**config.mk**
```make
export PLATFORM = sky130hd
export DESIGN_NAME = i2c_byte_ctrl
export DESIGN_NICKNAME = d
export VERILOG_FILES = /design/src/rtl/i2c_byte_ctrl.sv
export SDC_FILE = /design/constraint.sdc
export NUM_CORES = 1
export LEC_CHECK = 0
export BUFFER_PORTS_ARGS = -buffer_cell sky130_fd_sc_hd__buf_2
export CORE_MARGIN = 2
export CORE_UTILIZATION = 45
export CTS_CLUSTER_SIZE = 25
export DETAILED_ROUTE_END_ITERATION = 10
export HOLD_SLACK_MARGIN = 0.06
export PLACE_DENSITY = 0.65
export SLEW_MARGIN = 20
export SYNTH_ARGS = -nofsm -noshare
export SYNTH_HDL_FRONTEND = slang
export SYNTH_SLANG_ARGS = --single-unit
```
**constraint.sdc**
```tcl
create_clock -name clk_i -period 3.2 [get_ports clk_i]
set_clock_uncertainty 0.15 [all_clocks]
set_input_delay 0.32 -clock clk_i [delete_from_list [all_inputs] [get_ports clk_i]]
set_output_delay 0.32 -clock clk_i [all_outputs]
set_load 0.005 [all_outputs]
```
**src/rtl/i2c_byte_ctrl.sv**
```systemverilog
// Byte-level I2C master engine: optional START, one byte write or read with ACK, optional STOP.
// Drives open-drain SCL/SDA pads in 4-phase bit slots with clock stretching and arbitration detection.
module i2c_byte_ctrl #(
  parameter int PRESCALE_WIDTH = 16
) (
  input  logic                      clk_i,
  input  logic                      rst_i,
  input  logic                      en_i,
  input  logic [PRESCALE_WIDTH-1:0] prescale_i,
  input  logic                      cmd_valid_i,
  output logic                      cmd_ready_o,
  input  logic                      cmd_start_i,
  input  logic                      cmd_stop_i,
  input  logic                      cmd_write_i,
  input  logic                      cmd_read_i,
  input  logic                      cmd_ack_i,
  input  logic [7:0]                tx_data_i,
  output logic                      done_o,
  output logic [7:0]                rx_data_o,
  output logic                      rx_ack_o,
  output logic                      arb_lost_o,
  output logic                      busy_o,
  input  logic                      scl_pad_i,
  output logic                      scl_pad_o,
  output logic                      scl_padoen_o,
  input  logic                      sda_pad_i,
  output logic                      sda_pad_o,
  output logic                      sda_padoen_o
);

  typedef enum logic [2:0] {
    S_IDLE, S_START, S_WRITE, S_READ, S_STOP, S_DONE
  } state_t;

  function automatic state_t first_seg(input logic wr, input logic rd, input logic stop);
    if (wr)        return S_WRITE;
    else if (rd)   return S_READ;
    else if (stop) return S_STOP;
    else           return S_DONE;
  endfunction

  state_t                    state_q, state_d;
  logic [1:0]                phase_q, phase_d;
  logic [3:0]                bit_q, bit_d;
  logic [PRESCALE_WIDTH-1:0] cnt_q, cnt_d;

  logic stop_q, wr_q, rd_q, ack_q, hold_q;
  logic [7:0] tx_q, rx_sh_q, rx_data_q;
  logic ack_sh_q, rx_ack_q, arb_lost_q, busy_q;
  logic scl_meta, scl_s, sda_meta, sda_s, sda_d;

  logic accept, active, last_bit, scl_rel, sda_rel, phase_end, arb;

  assign cmd_ready_o = en_i && (state_q == S_IDLE) && !rst_i;
  assign accept      = cmd_valid_i && cmd_ready_o;
  assign active      = (state_q == S_START) || (state_q == S_WRITE) ||
                       (state_q == S_READ)  || (state_q == S_STOP);
  assign last_bit    = (bit_q == 4'd8);

  // Line levels per segment and phase; between commands SCL stays low if the bus is still owned.
  always_comb begin
    scl_rel = 1'b1;
    sda_rel = 1'b1;
    unique case (state_q)
      S_START: begin
        scl_rel = (phase_q != 2'd3);
        sda_rel = (phase_q < 2'd2);
      end
      S_WRITE: begin
        scl_rel = (phase_q == 2'd1) || (phase_q == 2'd2);
        sda_rel = last_bit || tx_q[7];
      end
      S_READ: begin
        scl_rel = (phase_q == 2'd1) || (phase_q == 2'd2);
        sda_rel = !last_bit || ack_q;
      end
      S_STOP: begin
        scl_rel = (phase_q != 2'd0);
        sda_rel = (phase_q == 2'd3);
      end
      default: begin
        scl_rel = !hold_q;
        sda_rel = 1'b1;
      end
    endcase
  end

  assign phase_end = active && (cnt_q == '0) && (!scl_rel || scl_s);
  assign arb       = (state_q == S_WRITE) && (phase_q == 2'd2) && !last_bit && sda_rel && !sda_s;

  always_comb begin
    state_d = state_q;
    phase_d = phase_q;
    bit_d   = bit_q;
    cnt_d   = cnt_q;
    if (state_q == S_IDLE) begin
      if (accept) begin
        cnt_d   = prescale_i;
        phase_d = 2'd0;
        bit_d   = 4'd0;
        state_d = cmd_start_i ? S_START : first_seg(cmd_write_i, cmd_read_i, cmd_stop_i);
      end
    end else if (state_q == S_DONE) begin
      state_d = S_IDLE;
    end else if (arb) begin
      state_d = S_DONE;
    end else if (cnt_q != '0) begin
      cnt_d = cnt_q - PRESCALE_WIDTH'(1);
    end else if (phase_end) begin
      cnt_d   = prescale_i;
      phase_d = phase_q + 2'd1;
      if (phase_q == 2'd3) begin
        unique case (state_q)
          S_START: state_d = first_seg(wr_q, rd_q, stop_q);
          S_WRITE, S_READ: begin
            if (last_bit) state_d = stop_q ? S_STOP : S_DONE;
            else          bit_d   = bit_q + 4'd1;
          end
          default: state_d = S_DONE;
        endcase
      end
    end
  end

  always_ff @(posedge clk_i) begin
    if (rst_i) begin
      state_q    <= S_IDLE;
      phase_q    <= 2'd0;
      bit_q      <= 4'd0;
      cnt_q      <= '0;
      stop_q     <= 1'b0;
      wr_q       <= 1'b0;
      rd_q       <= 1'b0;
      ack_q      <= 1'b0;
      hold_q     <= 1'b0;
      tx_q       <= '0;
      rx_sh_q    <= '0;
      rx_data_q  <= '0;
      ack_sh_q   <= 1'b0;
      rx_ack_q   <= 1'b0;
      arb_lost_q <= 1'b0;
      busy_q     <= 1'b0;
      scl_meta   <= 1'b1;
      scl_s      <= 1'b1;
      sda_meta   <= 1'b1;
      sda_s      <= 1'b1;
      sda_d      <= 1'b1;
    end else begin
      state_q  <= state_d;
      phase_q  <= phase_d;
      bit_q    <= bit_d;
      cnt_q    <= cnt_d;
      scl_meta <= scl_pad_i;
      scl_s    <= scl_meta;
      sda_meta <= sda_pad_i;
      sda_s    <= sda_meta;
      sda_d    <= sda_s;
      if (scl_s && sda_d && !sda_s)      busy_q <= 1'b1;
      else if (scl_s && !sda_d && sda_s) busy_q <= 1'b0;
      if (accept) begin
        stop_q     <= cmd_stop_i;
        wr_q       <= cmd_write_i;
        rd_q       <= cmd_read_i && !cmd_write_i;
        ack_q      <= cmd_ack_i;
        tx_q       <= tx_data_i;
        arb_lost_q <= 1'b0;
      end
      if (arb) begin
        arb_lost_q <= 1'b1;
        hold_q     <= 1'b0;
      end else if (phase_end) begin
        if (phase_q == 2'd2 && state_q == S_READ && !last_bit) rx_sh_q  <= {rx_sh_q[6:0], sda_s};
        if (phase_q == 2'd2 && state_q == S_WRITE && last_bit) ack_sh_q <= sda_s;
        if (phase_q == 2'd3 && state_q == S_WRITE)             tx_q     <= {tx_q[6:0], 1'b0};
        if (phase_q == 2'd3)                                   hold_q   <= (state_q != S_STOP);
        // Results are published on the edge that enters DONE so they change with done_o.
        if (state_d == S_DONE) begin
          if (rd_q) rx_data_q <= rx_sh_q;
          if (wr_q) rx_ack_q  <= ack_sh_q;
        end
      end
    end
  end

  assign done_o       = (state_q == S_DONE);
  assign rx_data_o    = rx_data_q;
  assign rx_ack_o     = rx_ack_q;
  assign arb_lost_o   = arb_lost_q;
  assign busy_o       = busy_q;
  assign scl_pad_o    = 1'b0;
  assign sda_pad_o    = 1'b0;
  assign scl_padoen_o = scl_rel;
  assign sda_padoen_o = sda_rel;

endmodule

```
==> flow_metrics.env, run 1 <==
export IMPL_overflow=0
export IMPL_row_count=32
export IMPL_swShare=0.2850
export IMPL_synthCells=465
export IMPL_root_buffer="clkbuf_8"
export IMPL_antenna_found_initial=0
export IMPL_gp_congestion=0.9151
export IMPL_dp_hpwl_mm=6.540
export IMPL_post_route_period_util=0.9286
export IMPL_grt_max_degree=52
export IMPL_nNetsFinal=558
export IMPL_arrival_ns=3.05
export IMPL_drt_total_wl_mm=9.300
export IMPL_async_flop_share=0
export IMPL_grt_pass1_vias=3230
export IMPL_ios=52
export IMPL_ant_nets=0
export IMPL_crit_type="flip-flop to flip-flop"
export IMPL_critPathLaunchType="flip-flop"
export IMPL_seq_power_share=0.426
export IMPL_yosys_top_cells_count="nand2_1 (65), dfxtp_1 (63), nor2_1 (43), a21oi_1 (31), mux2i_1 (31)"
export IMPL_synth_top_area_cell="dfxtp_1"
export IMPL_crit_required_ns=3.28
export IMPL_p_switching_w=0.0005589
export IMPL_drv_slew=0
export IMPL_rr_worst_depth=9
export IMPL_status="finished, final reports clean"
export IMPL_antenna_cells=0
export IMPL_cp_top_family="simple AND/OR/NAND/NOR gates"
export IMPL_vias_per_cell=5.631
export IMPL_ir_drop_v=0.0003059
export IMPL_clkSinkCount=63
export IMPL_cp_num_cells=9
export IMPL_area_delta_synth_final_pct=18.09
export IMPL_first_iter_violations=289
export IMPL_drive_gt1_frac=0.2031
export IMPL_synth_area_leaders="dfxtp_1 (35%), mux2i_1 (8.5%), nand2_1 (6.7%), nor2_1 (4.4%), a21oi_1 (4.3%)"
export IMPL_clkPwrFrac=0.399
export IMPL_post_cts_resized=0
export IMPL_cts_buffer_depth=2
export IMPL_leakagePower_nw=1.668
export IMPL_yosysSeqAreaShare=0.3459
export IMPL_max_freq_mhz=336.5
export IMPL_critPathMaxFanout=8
export IMPL_worstMarginPinSlew_ns=0.7089
export IMPL_cp_end_kind="flip-flop"
export IMPL_ys_ff_latch=63
export IMPL_num_vias=3514
export IMPL_first_pass_iters=4
export IMPL_synth_most_common_cell="nand2_1"
export IMPL_setup_violations=0
export IMPL_clk_pin_slew_ns=0.07
export IMPL_dieArea_um2=8838
export IMPL_synth_edf_count=0
export IMPL_ys_warn_count=0
export IMPL_track_usage=0.2237
export IMPL_power_total_w=0.001961
export IMPL_p_int_w=0.001402
export IMPL_htree_levels=3
export IMPL_io_buffers=49
export IMPL_fillerInstances=779
export IMPL_rsz0062_at_grt="no"
export IMPL_max_cap_violations=0
export IMPL_synth_flop_cell="dfxtp_1"
export IMPL_cts_tree="done"
export IMPL_slowest_stage="or3_1"
export IMPL_p_comb_frac=0.175
export IMPL_worst_path_buf_inv=2
export IMPL_initial_utilization=0.4670
export IMPL_slowest_delay_ns=0.52
export IMPL_clk_latency_ns=0.35
export IMPL_core_um2=7807
export IMPL_wl_per_cell_um=14.90
export IMPL_hold_depth=3
export IMPL_crit_chain="inv_1 > ha_1 > nor3b_1 > nand3_1 > or3_1 > a2111oi_2 > nor4_4 > buf_12 > mux2i_1"
export IMPL_slew_headroom=0.5243
export IMPL_netlist_area_um2=3646
export IMPL_synth_top_area_share=0.3459
export IMPL_die_height_um=94.01
export IMPL_avgSynthCellArea_um2=7.841
export IMPL_hold_viol=0
export IMPL_cellPowerDensity_nw_per_um2=455.4
export IMPL_ys_types=61
export IMPL_period_minus_slack_ns=2.972
export IMPL_die_w_um=94.01
export IMPL_cts_made_buffers=9
export IMPL_hold_class="input pin to flip-flop"
export IMPL_post_route_drc_count=0
export IMPL_tns_ns=0
export IMPL_grt_pass1_wl_mm=15.64
-- cell usage in the layout (no fill, tap or decap), drive strengths merged, types with 3 or more instances in the layout --
cell type	instances
or2	9
nor3b	5
a21oi	32
o32ai	12
dlygate4sd3	5
nand3	14
nand4	7
clkinv	3
ha	6
nor2b	4
o21ai	29
nand2	65
nor4	12
dfxtp	63
inv	17
mux2i	31
nor3	14
and2	4
a211oi	3
a31oi	7
or3	9
a22oi	3
nand2b	6
nor2	43
or4	4
and3	4
clkbuf	11
buf	68
-- path summary, 6_finish.rpt --
| path | start | end | slack (ns) |
|---|---|---|---|
| worst max-delay path | cnt_q[0] | rx_data_o[6] | 0.23 |
| worst min-delay path | prescale_i[0] | cnt_q[0] | 0.09 |
| worst max register to register | cnt_q[0] | rx_data_o[6] | 0.23 |
| worst min register to register | sda_meta | sda_s | 0.26 |
-- routing by layer --
metal | GRT usage | up-vias | routed length, um
met5 | 0 | - | 0
met4 | 0.07971 | 0 | 124
met3 | 0.04334 | 10 | 616
met2 | 0.3482 | 118 | 4209
met1 | 0.3081 | 1621 | 4349
li1 | - | 1765 | -
-- power groups by stage --
stage | Combinational [W] | Sequential [W] | Clock, W
6_report | 0.000343 | 0.000835 | 0.000783
5_1_grt | 0.000385 | 0.000838 | 0.000836
4_1_cts | 0.000342 | 0.000834 | 0.000802
3_5_place_dp | 0.000337 | 0.000852 | 0
3_3_place_gp | 0.000332 | 0.000851 | 0
2_1_floorplan | 0.000253 | 0.000846 | 0
-- cell type report --
type                            instances  area, um^2  share of cell area
Sequential cell                        63        1261              0.2929
Inverter                               18       67.56             0.01569
Clock buffer                           11       141.4             0.03284
Clock inverter                          5       81.33             0.01889
Timing Repair Buffer                   73       450.4              0.1046
Tap cell                              102       127.6             0.02964
Multi-Input combinational cell        352        2176              0.5054
-- state kept, by name (all words and copies together) (netlist names), 2 cells and up --
name,flops
tx_q,8
rx_sh_q,8
cnt_q,16
phase_q,2
state_q,3
bit_q,4
rx_data_o,8
-- stage by stage --
step                cells  setup slack [ns]  instance area [um^2]    util  hold slack, ns
floorplan             466            0.4882                  3650       -          0.2395
global placement      602            0.2495                  4013  0.5139          0.2459
detailed placement    602            0.1646                  4013  0.5139          0.2514
CTS                   623            0.1664                  4285  0.5489         0.08055
global route          624           0.02644                  4305  0.5514         0.09738
finish                624            0.2285                  4305  0.5514         0.09100
-- what timing repair did --
action | CTS | global route
setup buffers | 0 | 1
endpoints found under the setup margin | 0 | 8
hold buffers | 5 | 0
hold endpoints to repair | 5 | 0
-- logic make-up after synthesis --
family                     count (synthesis)  share of synthesized area
and+or+nand+nor                          205                     0.2951
other                                      1                   0.001029
DFF                                       63                     0.3459
buffers and inverters                     51                    0.05937
muxes                                     31                    0.08511
adders and majority gates                  6                    0.02059
AOI/OAI and AO/OA                        108                     0.1929
-- worst min-delay path, stage by stage --
cell,delay [ns]
buf_2,0.09
nand3_1,0.06
nand4_1,0.08
No activity file was read; power rests on OpenSTA's default activity.
==> inputs of run 2 (changes only) <==
Clock period 3.2 ns to 3.65 ns, I/O delays scaled along.
==> run 2 against run 1 <==
  * Flip-flop and latch count stayed put
  * Routed wire length fell by 3.1%
  * Cell count shrank 1.8%
  * Largest power group unchanged
==> flow_metrics.env, run 2 (synthesis gave the netlist of run 1 again) <==
export IMPL_max_cap_violations=0
export IMPL_row_count=32
export IMPL_dieArea_um2=8838
export IMPL_root_buffer="clkbuf_8"
export IMPL_hold_depth=3
export IMPL_first_iter_violations=295
export IMPL_clk_pin_slew_ns=0.07
export IMPL_grt_max_degree=52
export IMPL_drv_slew=0
export IMPL_htree_levels=3
export IMPL_area_delta_synth_final_pct=15.41
export IMPL_grt_pass1_wl_mm=15.67
export IMPL_tns_ns=0
export IMPL_crit_required_ns=3.72
export IMPL_die_height_um=94.01
export IMPL_hold_viol=0
export IMPL_status="finished, final reports clean"
export IMPL_drive_gt1_frac=0.1937
export IMPL_overflow=0
export IMPL_seqCellArea_um2=1261
export IMPL_crit_type="flip-flop to flip-flop"
export IMPL_worstMarginPinSlew_ns=0.6719
export IMPL_cp_end_kind="flip-flop"
export IMPL_cellPowerDensity_nw_per_um2=409.9
export IMPL_rsz0062_at_grt="no"
export IMPL_multiInputGateArea_um2=2176
export IMPL_cts_made_buffers=9
export IMPL_first_pass_iters=5
export IMPL_nNetsFinal=547
export IMPL_antenna_found_initial=0
export IMPL_die_w_um=94.01
export IMPL_cts_tree="done"
export IMPL_cts_buffer_depth=2
export IMPL_drt_total_wl_mm=9.008
export IMPL_slew_headroom=0.5487
export IMPL_wl_per_cell_um=14.69
export IMPL_layout_common_cells="nand2_1 (65), dfxtp_1 (63), buf_2 (49), nor2_1 (43)"
export IMPL_clk_latency_ns=0.35
export IMPL_leakagePower_nw=1.615
export IMPL_post_route_period_util=0.8420
export IMPL_dp_hpwl_mm=6.302
export IMPL_fillerInstances=771
export IMPL_ir_drop_v=0.0002957
export IMPL_core_um2=7807
export IMPL_critPathMaxFanout=8
export IMPL_holdWs_ns=0.08154
export IMPL_initial_utilization=0.4670
export IMPL_arrival_ns=3.14
export IMPL_gp_congestion=0.9129
export IMPL_final_common_cell="nand2_1"
export IMPL_grt_pass1_vias=3242
export IMPL_regMostFlops="cnt_q"
export IMPL_ios=52
export IMPL_track_usage=0.2210
export IMPL_ant_nets=0
export IMPL_rr_worst_depth=8
export IMPL_vias_per_cell=5.654
export IMPL_num_vias=3466
export IMPL_post_cts_buffers=0
export IMPL_period_minus_slack_ns=3.073
export IMPL_largest_register_ffs=16
export IMPL_post_route_drc_count=0
export IMPL_post_cts_resized=0
export IMPL_max_freq_mhz=325.4
export IMPL_hold_class="input pin to flip-flop"
export IMPL_clkSinkCount=63
export IMPL_io_buffers=49
export IMPL_antenna_cells=0
export IMPL_critPathLaunchType="flip-flop"
export IMPL_setup_violations=0
[run 2: cell count changes in the layout (fill, tap and decap cells not counted)]
cell,before,now
buf_4,18,11
dlygate4sd3_1,5,2
clkinv_4,1,3
inv_6,0,2
buf_12,1,0
clkbuf_1,1,0
clkbuf_8,10,9
clkinv_2,1,0
clkinvlp_4,1,0
[run 2: timing repair]
| item | 4_1_cts | 5_1_grt |
|---|---|---|
| hold buffers | 2 | 0 |
| setup endpoints to repair | 0 | 0 |
| hold endpoints to repair | 2 | 0 |
[run 2: report_power, final]
part	switching (W)	internal, W
Combinational	0.000183	0.000111
Sequential	0.0000222	0.000710
Clock	0.000305	0.000393
Total	0.000510	0.00121
[run 2: final cells by class]
class	instances	area share
clock buffer	9	0.02944
clock inverter	7	0.02468
inverter	18	0.01606
multi-input combinational	352	0.5171
sequential	63	0.2997
tap	102	0.03033
timing repair buffer	62	0.08266
[run 2: path summary, 6_finish.rpt]
| kind | from | end | slack, ns |
|---|---|---|---|
| worst min-delay path | cmd_ack_i | ack_q | 0.08 |
| worst max register to register | cnt_q[0] | tx_q[3] | 0.58 |
| worst min register to register | scl_meta | scl_s | 0.26 |
| worst max-delay path | cnt_q[0] | tx_q[3] | 0.58 |
[run 2: per-layer routing]
layer  routed length, um  global-route usage
met5                   0                   0
met4                 122             0.06763
met3                 543             0.05217
met2                4102              0.3327
met1                4240              0.3129
[run 2: per-stage QoR]
| step | instance area (um^2) | util | std cells | power, W | worst slack (ns) |
|---|---|---|---|---|---|
| after CTS | 4208 | 0.5389 | 613 | 0.001745 | 0.5943 |
| after floorplan | 3650 | - | 466 | 0.0009638 | 0.9382 |
| after detailed placement | 3960 | 0.5072 | 595 | 0.001039 | 0.5951 |
| after global routing | 4208 | 0.5389 | 613 | 0.001816 | 0.3177 |
| final | 4208 | 0.5389 | 613 | 0.001725 | 0.5766 |
| after global placement | 3960 | 0.5072 | 595 | 0.001035 | 0.6871 |
[run 2: worst max-delay path, cell delays in order, from the launching register on]
cell     delay, ns
dfxtp_1       0.33
inv_1         0.08
ha_1          0.21
nor3b_1       0.43
nand3_1       0.35
or3_1         0.52
nor4_4        0.54
mux2i_1       0.27
nor2_1        0.05
